<file path="src/rtl/matrix_operand_loader_if.sv">
// Command/element handshake and operand bus between the byte-serial source and the loader.
// master = upstream driver side, slave = loader side.
interface matrix_operand_loader_if #(
    parameter int N      = 5,
    parameter int ELEM_W = 8
);
    localparam int BUS_W = N * N * ELEM_W;

    logic              cmd_valid;
    logic              cmd_ready;
    logic [2:0]        cmd_op;
    logic [7:0]        cmd_scalar;
    logic [ELEM_W-1:0] in_data;
    logic              in_valid;
    logic              in_ready;
    logic [2:0]        op_code;
    logic [BUS_W-1:0]  matrix_a;
    logic [BUS_W-1:0]  matrix_b;
    logic [7:0]        scalar;
    logic              start;
    logic              operands_valid;
    logic              busy;
    logic              cmd_error;

    modport master (
        output cmd_valid, cmd_op, cmd_scalar, in_data, in_valid,
        input  cmd_ready, in_ready, op_code, matrix_a, matrix_b, scalar,
               start, operands_valid, busy, cmd_error
    );

    modport slave (
        input  cmd_valid, cmd_op, cmd_scalar, in_data, in_valid,
        output cmd_ready, in_ready, op_code, matrix_a, matrix_b, scalar,
               start, operands_valid, busy, cmd_error
    );
endinterface

</file>
<file path="src/rtl/matrix_operand_loader.sv">
// Byte-serial operand loader: takes a command, streams A (and B for add/sub) into packed
// operand buses, then pulses start and holds the operands stable for the coprocessor.
module matrix_operand_loader #(
    parameter int N      = 5,
    parameter int ELEM_W = 8
) (
    input  logic                   clk,
    input  logic                   rst,
    matrix_operand_loader_if.slave bus
);
    localparam int unsigned NE    = N * N;
    localparam int unsigned BUS_W = NE * ELEM_W;
    localparam int unsigned CNT_W = (NE > 1) ? $clog2(NE) : 1;

    typedef enum logic [1:0] {IDLE, LOAD_A, LOAD_B, ISSUE} state_t;

    state_t            state;
    state_t            state_next;
    logic [CNT_W-1:0]  cnt;
    logic [2:0]        op_q;
    logic [7:0]        scalar_q;
    logic [BUS_W-1:0]  a_q;
    logic [BUS_W-1:0]  b_q;
    logic              ov_q;
    logic              err_q;

    logic              cmd_hs;
    logic              cmd_legal;
    logic              elem_hs;
    logic              last_elem;
    logic              needs_b;
    logic              cmd_ready_c;
    logic              in_ready_c;
    logic              start_c;
    logic              busy_c;

    assign cmd_legal = (bus.cmd_op <= 3'b101);
    assign cmd_hs    = bus.cmd_valid && cmd_ready_c;
    assign elem_hs   = bus.in_valid && in_ready_c;
    assign last_elem = (cnt == CNT_W'(NE - 1));
    assign needs_b   = (op_q == 3'b000) || (op_q == 3'b001);

    always_ff @(posedge clk or posedge rst) begin
        if (rst) begin
            state <= IDLE;
        end else begin
            state <= state_next;
        end
    end

    always_comb begin
        state_next  = state;
        cmd_ready_c = 1'b0;
        in_ready_c  = 1'b0;
        start_c     = 1'b0;
        busy_c      = 1'b1;
        case (state)
            IDLE: begin
                cmd_ready_c = 1'b1;
                busy_c      = 1'b0;
                if (bus.cmd_valid && cmd_legal) begin
                    state_next = LOAD_A;
                end
            end
            LOAD_A: begin
                in_ready_c = 1'b1;
                if (bus.in_valid && last_elem) begin
                    state_next = needs_b ? LOAD_B : ISSUE;
                end
            end
            LOAD_B: begin
                in_ready_c = 1'b1;
                if (bus.in_valid && last_elem) begin
                    state_next = ISSUE;
                end
            end
            ISSUE: begin
                start_c    = 1'b1;
                state_next = IDLE;
            end
            default: state_next = IDLE;
        endcase
    end

    // Rejected opcodes only raise cmd_error; previously loaded operands stay valid.
    always_ff @(posedge clk or posedge rst) begin
        if (rst) begin
            cnt      <= '0;
            op_q     <= '0;
            scalar_q <= '0;
            a_q      <= '0;
            b_q      <= '0;
            ov_q     <= 1'b0;
            err_q    <= 1'b0;
        end else begin
            err_q <= 1'b0;
            if (cmd_hs) begin
                if (cmd_legal) begin
                    op_q     <= bus.cmd_op;
                    scalar_q <= bus.cmd_scalar;
                    a_q      <= '0;
                    b_q      <= '0;
                    cnt      <= '0;
                    ov_q     <= 1'b0;
                end else begin
                    err_q <= 1'b1;
                end
            end
            if (elem_hs) begin
                if (state == LOAD_A) begin
                    a_q[ELEM_W*int'(cnt) +: ELEM_W] <= bus.in_data;
                end else begin
                    b_q[ELEM_W*int'(cnt) +: ELEM_W] <= bus.in_data;
                end
                cnt <= last_elem ? '0 : cnt + CNT_W'(1);
            end
            if (state == ISSUE) begin
                ov_q <= 1'b1;
            end
        end
    end

    assign bus.cmd_ready      = cmd_ready_c;
    assign bus.in_ready       = in_ready_c;
    assign bus.start          = start_c;
    assign bus.busy           = busy_c;
    assign bus.op_code        = op_q;
    assign bus.scalar         = scalar_q;
    assign bus.matrix_a       = a_q;
    assign bus.matrix_b       = b_q;
    assign bus.operands_valid = ov_q;
    assign bus.cmd_error      = err_q;
endmodule
</file>
<file path="src/flat_wrapper.sv">
// flat-port wrapper written by rule: the top's interface ports become plain ports
module matrix_operand_loader_flat 
#(
    parameter int N      = 5,
    parameter int ELEM_W = 8
)
  (clk, rst, bus_cmd_valid, bus_cmd_op, bus_cmd_scalar, bus_in_data, bus_in_valid, bus_cmd_ready, bus_in_ready, bus_op_code, bus_matrix_a, bus_matrix_b, bus_scalar, bus_start, bus_operands_valid, bus_busy, bus_cmd_error);
  matrix_operand_loader_if #(.N(N), .ELEM_W(ELEM_W)) bus_i ();
  input  logic clk;
  input  logic rst;
  input wire logic [$bits(bus_i.cmd_valid)-1:0] bus_cmd_valid;
  input wire logic [$bits(bus_i.cmd_op)-1:0] bus_cmd_op;
  input wire logic [$bits(bus_i.cmd_scalar)-1:0] bus_cmd_scalar;
  input wire logic [$bits(bus_i.in_data)-1:0] bus_in_data;
  input wire logic [$bits(bus_i.in_valid)-1:0] bus_in_valid;
  output wire logic [$bits(bus_i.cmd_ready)-1:0] bus_cmd_ready;
  output wire logic [$bits(bus_i.in_ready)-1:0] bus_in_ready;
  output wire logic [$bits(bus_i.op_code)-1:0] bus_op_code;
  output wire logic [$bits(bus_i.matrix_a)-1:0] bus_matrix_a;
  output wire logic [$bits(bus_i.matrix_b)-1:0] bus_matrix_b;
  output wire logic [$bits(bus_i.scalar)-1:0] bus_scalar;
  output wire logic [$bits(bus_i.start)-1:0] bus_start;
  output wire logic [$bits(bus_i.operands_valid)-1:0] bus_operands_valid;
  output wire logic [$bits(bus_i.busy)-1:0] bus_busy;
  output wire logic [$bits(bus_i.cmd_error)-1:0] bus_cmd_error;
  assign bus_i.cmd_valid = bus_cmd_valid;
  assign bus_i.cmd_op = bus_cmd_op;
  assign bus_i.cmd_scalar = bus_cmd_scalar;
  assign bus_i.in_data = bus_in_data;
  assign bus_i.in_valid = bus_in_valid;
  assign bus_cmd_ready = bus_i.cmd_ready;
  assign bus_in_ready = bus_i.in_ready;
  assign bus_op_code = bus_i.op_code;
  assign bus_matrix_a = bus_i.matrix_a;
  assign bus_matrix_b = bus_i.matrix_b;
  assign bus_scalar = bus_i.scalar;
  assign bus_start = bus_i.start;
  assign bus_operands_valid = bus_i.operands_valid;
  assign bus_busy = bus_i.busy;
  assign bus_cmd_error = bus_i.cmd_error;
  matrix_operand_loader #(.N(N), .ELEM_W(ELEM_W)) u_core (.clk(clk), .rst(rst), .bus(bus_i));
endmodule
</file>
<file path="config.mk">
export PLATFORM = sky130hd
export DESIGN_NAME = matrix_operand_loader_flat
export DESIGN_NICKNAME = d
export VERILOG_FILES = /design/src/rtl/matrix_operand_loader_if.sv /design/src/rtl/matrix_operand_loader.sv /design/src/flat_wrapper.sv
export SDC_FILE = /design/constraint.sdc
export NUM_CORES = 1
export LEC_CHECK = 0
export ABC_AREA = 1
export BUFFER_PORTS_ARGS = -buffer_cell sky130_fd_sc_hd__buf_2
export CORE_ASPECT_RATIO = 1.2
export CORE_MARGIN = 2
export CORE_UTILIZATION = 45
export CTS_BUF_LIST = sky130_fd_sc_hd__clkbuf_16
export CTS_CLUSTER_DIAMETER = 200
export DETAILED_ROUTE_END_ITERATION = 12
export HOLD_SLACK_MARGIN = 0.03
export PLACE_DENSITY = 0.71
export SYNTH_ARGS = -nofsm -noshare
export SYNTH_HDL_FRONTEND = slang
export SYNTH_SLANG_ARGS = --single-unit
</file>
<file path="constraint.sdc">
create_clock -name clk -period 14.8 [get_ports clk]
set_clock_uncertainty 0.15 [all_clocks]
set_input_delay 2.22 -clock clk [delete_from_list [all_inputs] [get_ports clk]]
set_output_delay 2.22 -clock clk [all_outputs]
set_load 0.1 [all_outputs]
</file>
==> results.json <==
{
  "status": "completed",
  "wire_per_inst_um": 18.0,
  "via_count": 18400,
  "fin_nets": 3018,
  "setup_ws_ps": 10220,
  "die-area_um2": 45600,
  "grt_setup_unrepaired": "no",
  "syn-cell-area_um2": 19700,
  "syn_nets": 2652,
  "dieHeight_um": 233,
  "post-route-period-util_pct": 30.9,
  "netlist.area_leader.share_pct": 53.2,
  "layout_commonest_cell": "nand2_1",
  "numClockSinks": 420,
  "grt_pass1_wl_um": 98100,
  "arrival_ps": 4850,
  "period_minus_slack_ps": 4580,
  "antenna_found_initial": 4,
  "cts_tree": "done",
  "grt_max_degree": 226,
  "drt-pass1-iter-count": 6,
  "cts_buffer_depth": 3,
  "multiInputGateArea_um2": 7250,
  "worst_pin_slew_ps": 1330,
  "final-max-slew-violation-count": 0,
  "cts_hold_buffers": 0,
  "core_area_um2": 43600,
  "port_buffers": 439,
  "p_leak_nw": 12.8,
  "clk_latency_ps": 560,
  "cts-root-buf": "clkbuf_16",
  "synthCells": 2622,
  "seq_area_frac_synth_pct": 53.2,
  "worst-setup-path-type": "in -> reg",
  "required_ps": 15080,
  "hpwl_um": 44100,
  "initial_core_util_pct": 45.3,
  "yosysTopAreaCell": "dfrtp_1",
  "yosysWarnings": 0,
  "mostFrequentLayoutCells": "811 x nand2_1, 439 x buf_2, 420 x dfrtp_1",
  "gp_congestion": 0.874,
  "clk_pin_slew_worst_paths_ps": 60,
  "die_w_um": 195,
  "ys_ff_latch": 420,
  "area_growth_pct": 19.7,
  "setup_viol": 0,
  "design_area_um2": 23600,
  "slew_headroom_pct": 11.1,
  "totalNegativeSetupSlack_ps": 0,
  "endpoint_kind": "register",
  "synth_cell_types": 28,
  "critical_path_peak_fanout": 76,
  "drc": 0,
  "powerDensity_nw_per_um2": 157,
  "fmax_mhz": 219,
  "drv_cap": 0,
  "grt_pass1_vias": 17300,
  "dp_slack_ps": 9690,
  "worstSetupStartpointType": "input pin",
  "post-cts-setup-buffers": 0,
  "placed_area_um2": 22200,
  "layout.area.seq_um2": 10500,
  "num_rows": 84,
  "hp-class": "reg -> reg",
  "syn_area_per_cell_um2": 7.53,
  "grt_use_total_pct": 27.6,
  "hold_viol": 0,
  "synth.area.top_cells": "dfrtp_1 53%, nand2_1 15%, nor2_1 8.1%",
  "ios": 440,
  "htreeDepth": 2,
  "nFillCells": 4101,
  "ir_drop_uv": 243,
  "drive_above_1_share_pct": 18.0,
  "cts_resized": 0,
  "grt.overflow.total": 0,
  "antenna_left": 0,
  "vias_per_cell": 5.14,
  "drt_iter0_markers": 1648,
  "wl_um": 64400,
  "cts-buffers-inserted": 44
}
==> metal layers <==
metal  vias to the layer above  GRT usage (%)  wire length, um
li1                       8765              -                -
met1                      8685           36.0            26200
met2                       778           44.0            30000
met3                       174           5.04             4700
met4                         0           15.1             3420
met5                         -              0                0
==> registers in the layout, indices dropped and copies added, names as in the netlist <==
| name | cells |
|---|---|
| u_core.bus.matrix_a | 200 |
| u_core.bus.matrix_b | 200 |
| u_core.bus.scalar | 8 |
| u_core.cnt | 5 |
| u_core.bus.op_code | 3 |
| u_core.state | 2 |
| u_core.bus.cmd_error | 1 |
| u_core.bus.operands_valid | 1 |
==> metrics by stage <==
step                      utilization, %  hold slack, ps  total power [mW]  std cells
after floorplan                        -             426              2.23       2622
after global placement              51.0             300              2.60       3501
after detailed placement            51.0             311              2.62       3501
after CTS                           54.2             326              3.70       3579
after global routing                54.2             338              3.84       3583
final                               54.2             322              3.70       3583
==> cells in the mapped netlist <==
cell type / count
nand2_1: 811
nor2_1: 424
dfrtp_1: 420
inv_1: 383
o21ai_0: 203
nand4_1: 154
clkbuf_1: 83
nand3_1: 55
buf_2: 41
ha_1: 7
nor2_4: 6
buf_1: 4
nor3_1: 4
a21oi_1: 3
inv_2: 3
o22ai_1: 3
buf_4: 2
buf_6: 2
clkinv_1: 2
nor2_2: 2
nor4_1: 2
xor2_1: 2
a21o_1: 1
a22oi_1: 1
nand2_4: 1
o22a_1: 1
or2_2: 1
xor2_4: 1
==> cell families after synthesis <==
kind of cell	Yosys count	share of synthesized area (%)
AOI/OAI and AO/OA	212	5.44
xor gates and xnor gates	3	0.228
buffers and inverters	520	10.3
adders and majority gates	7	0.444
DFF	420	53.2
and+or+nand+nor	1460	30.4
==> path summary, 6_finish.rpt <==
path / startpoint / slack (ps) / endpoint / cells past startpoint
worst max-delay path: bus_in_valid / 10220 / u_core.bus.matrix_a[184] / 9
worst min-delay path: u_core.bus.scalar[4] / 320 / u_core.bus.scalar[4] / 2
worst max register to register: u_core.cnt[0] / 10440 / u_core.bus.matrix_a[4] / 13
worst min register to register: u_core.bus.scalar[4] / 320 / u_core.bus.scalar[4] / 2
max in group asynchronous: rst / 11280 / u_core.bus.matrix_a[38] / 3
min in group asynchronous: rst / 1620 / u_core.bus.matrix_a[122] / 2
==> where the power goes <==
part / switching, mW / leakage [nW] / internal (mW)
logic: 1.21 / 6.23 / 0.177
clock network: 0.472 / 0.705 / 0.612
registers: 0.0361 / 5.84 / 1.19
==> critical path, cell delays in order <==
cell and delay, ps:
buf_2 90, nand2_1 150, inv_1 90, nand2_1 400
clkinv_2 390, buf_4 690, nand4_1 480, nand2_1 170
nand2_1 80
==> area by class of cell <==
type,instances,area share [%]
clock inverters,34,1.18
multi-input cells,1682,30.7
repair buffers,452,9.82
flip-flops and latches,420,44.5
diodes,4,0.0424
clock buffers,44,4.66
inverters,388,6.20
well taps,559,2.96
Note: power is estimated with default switching activity, not from simulation.
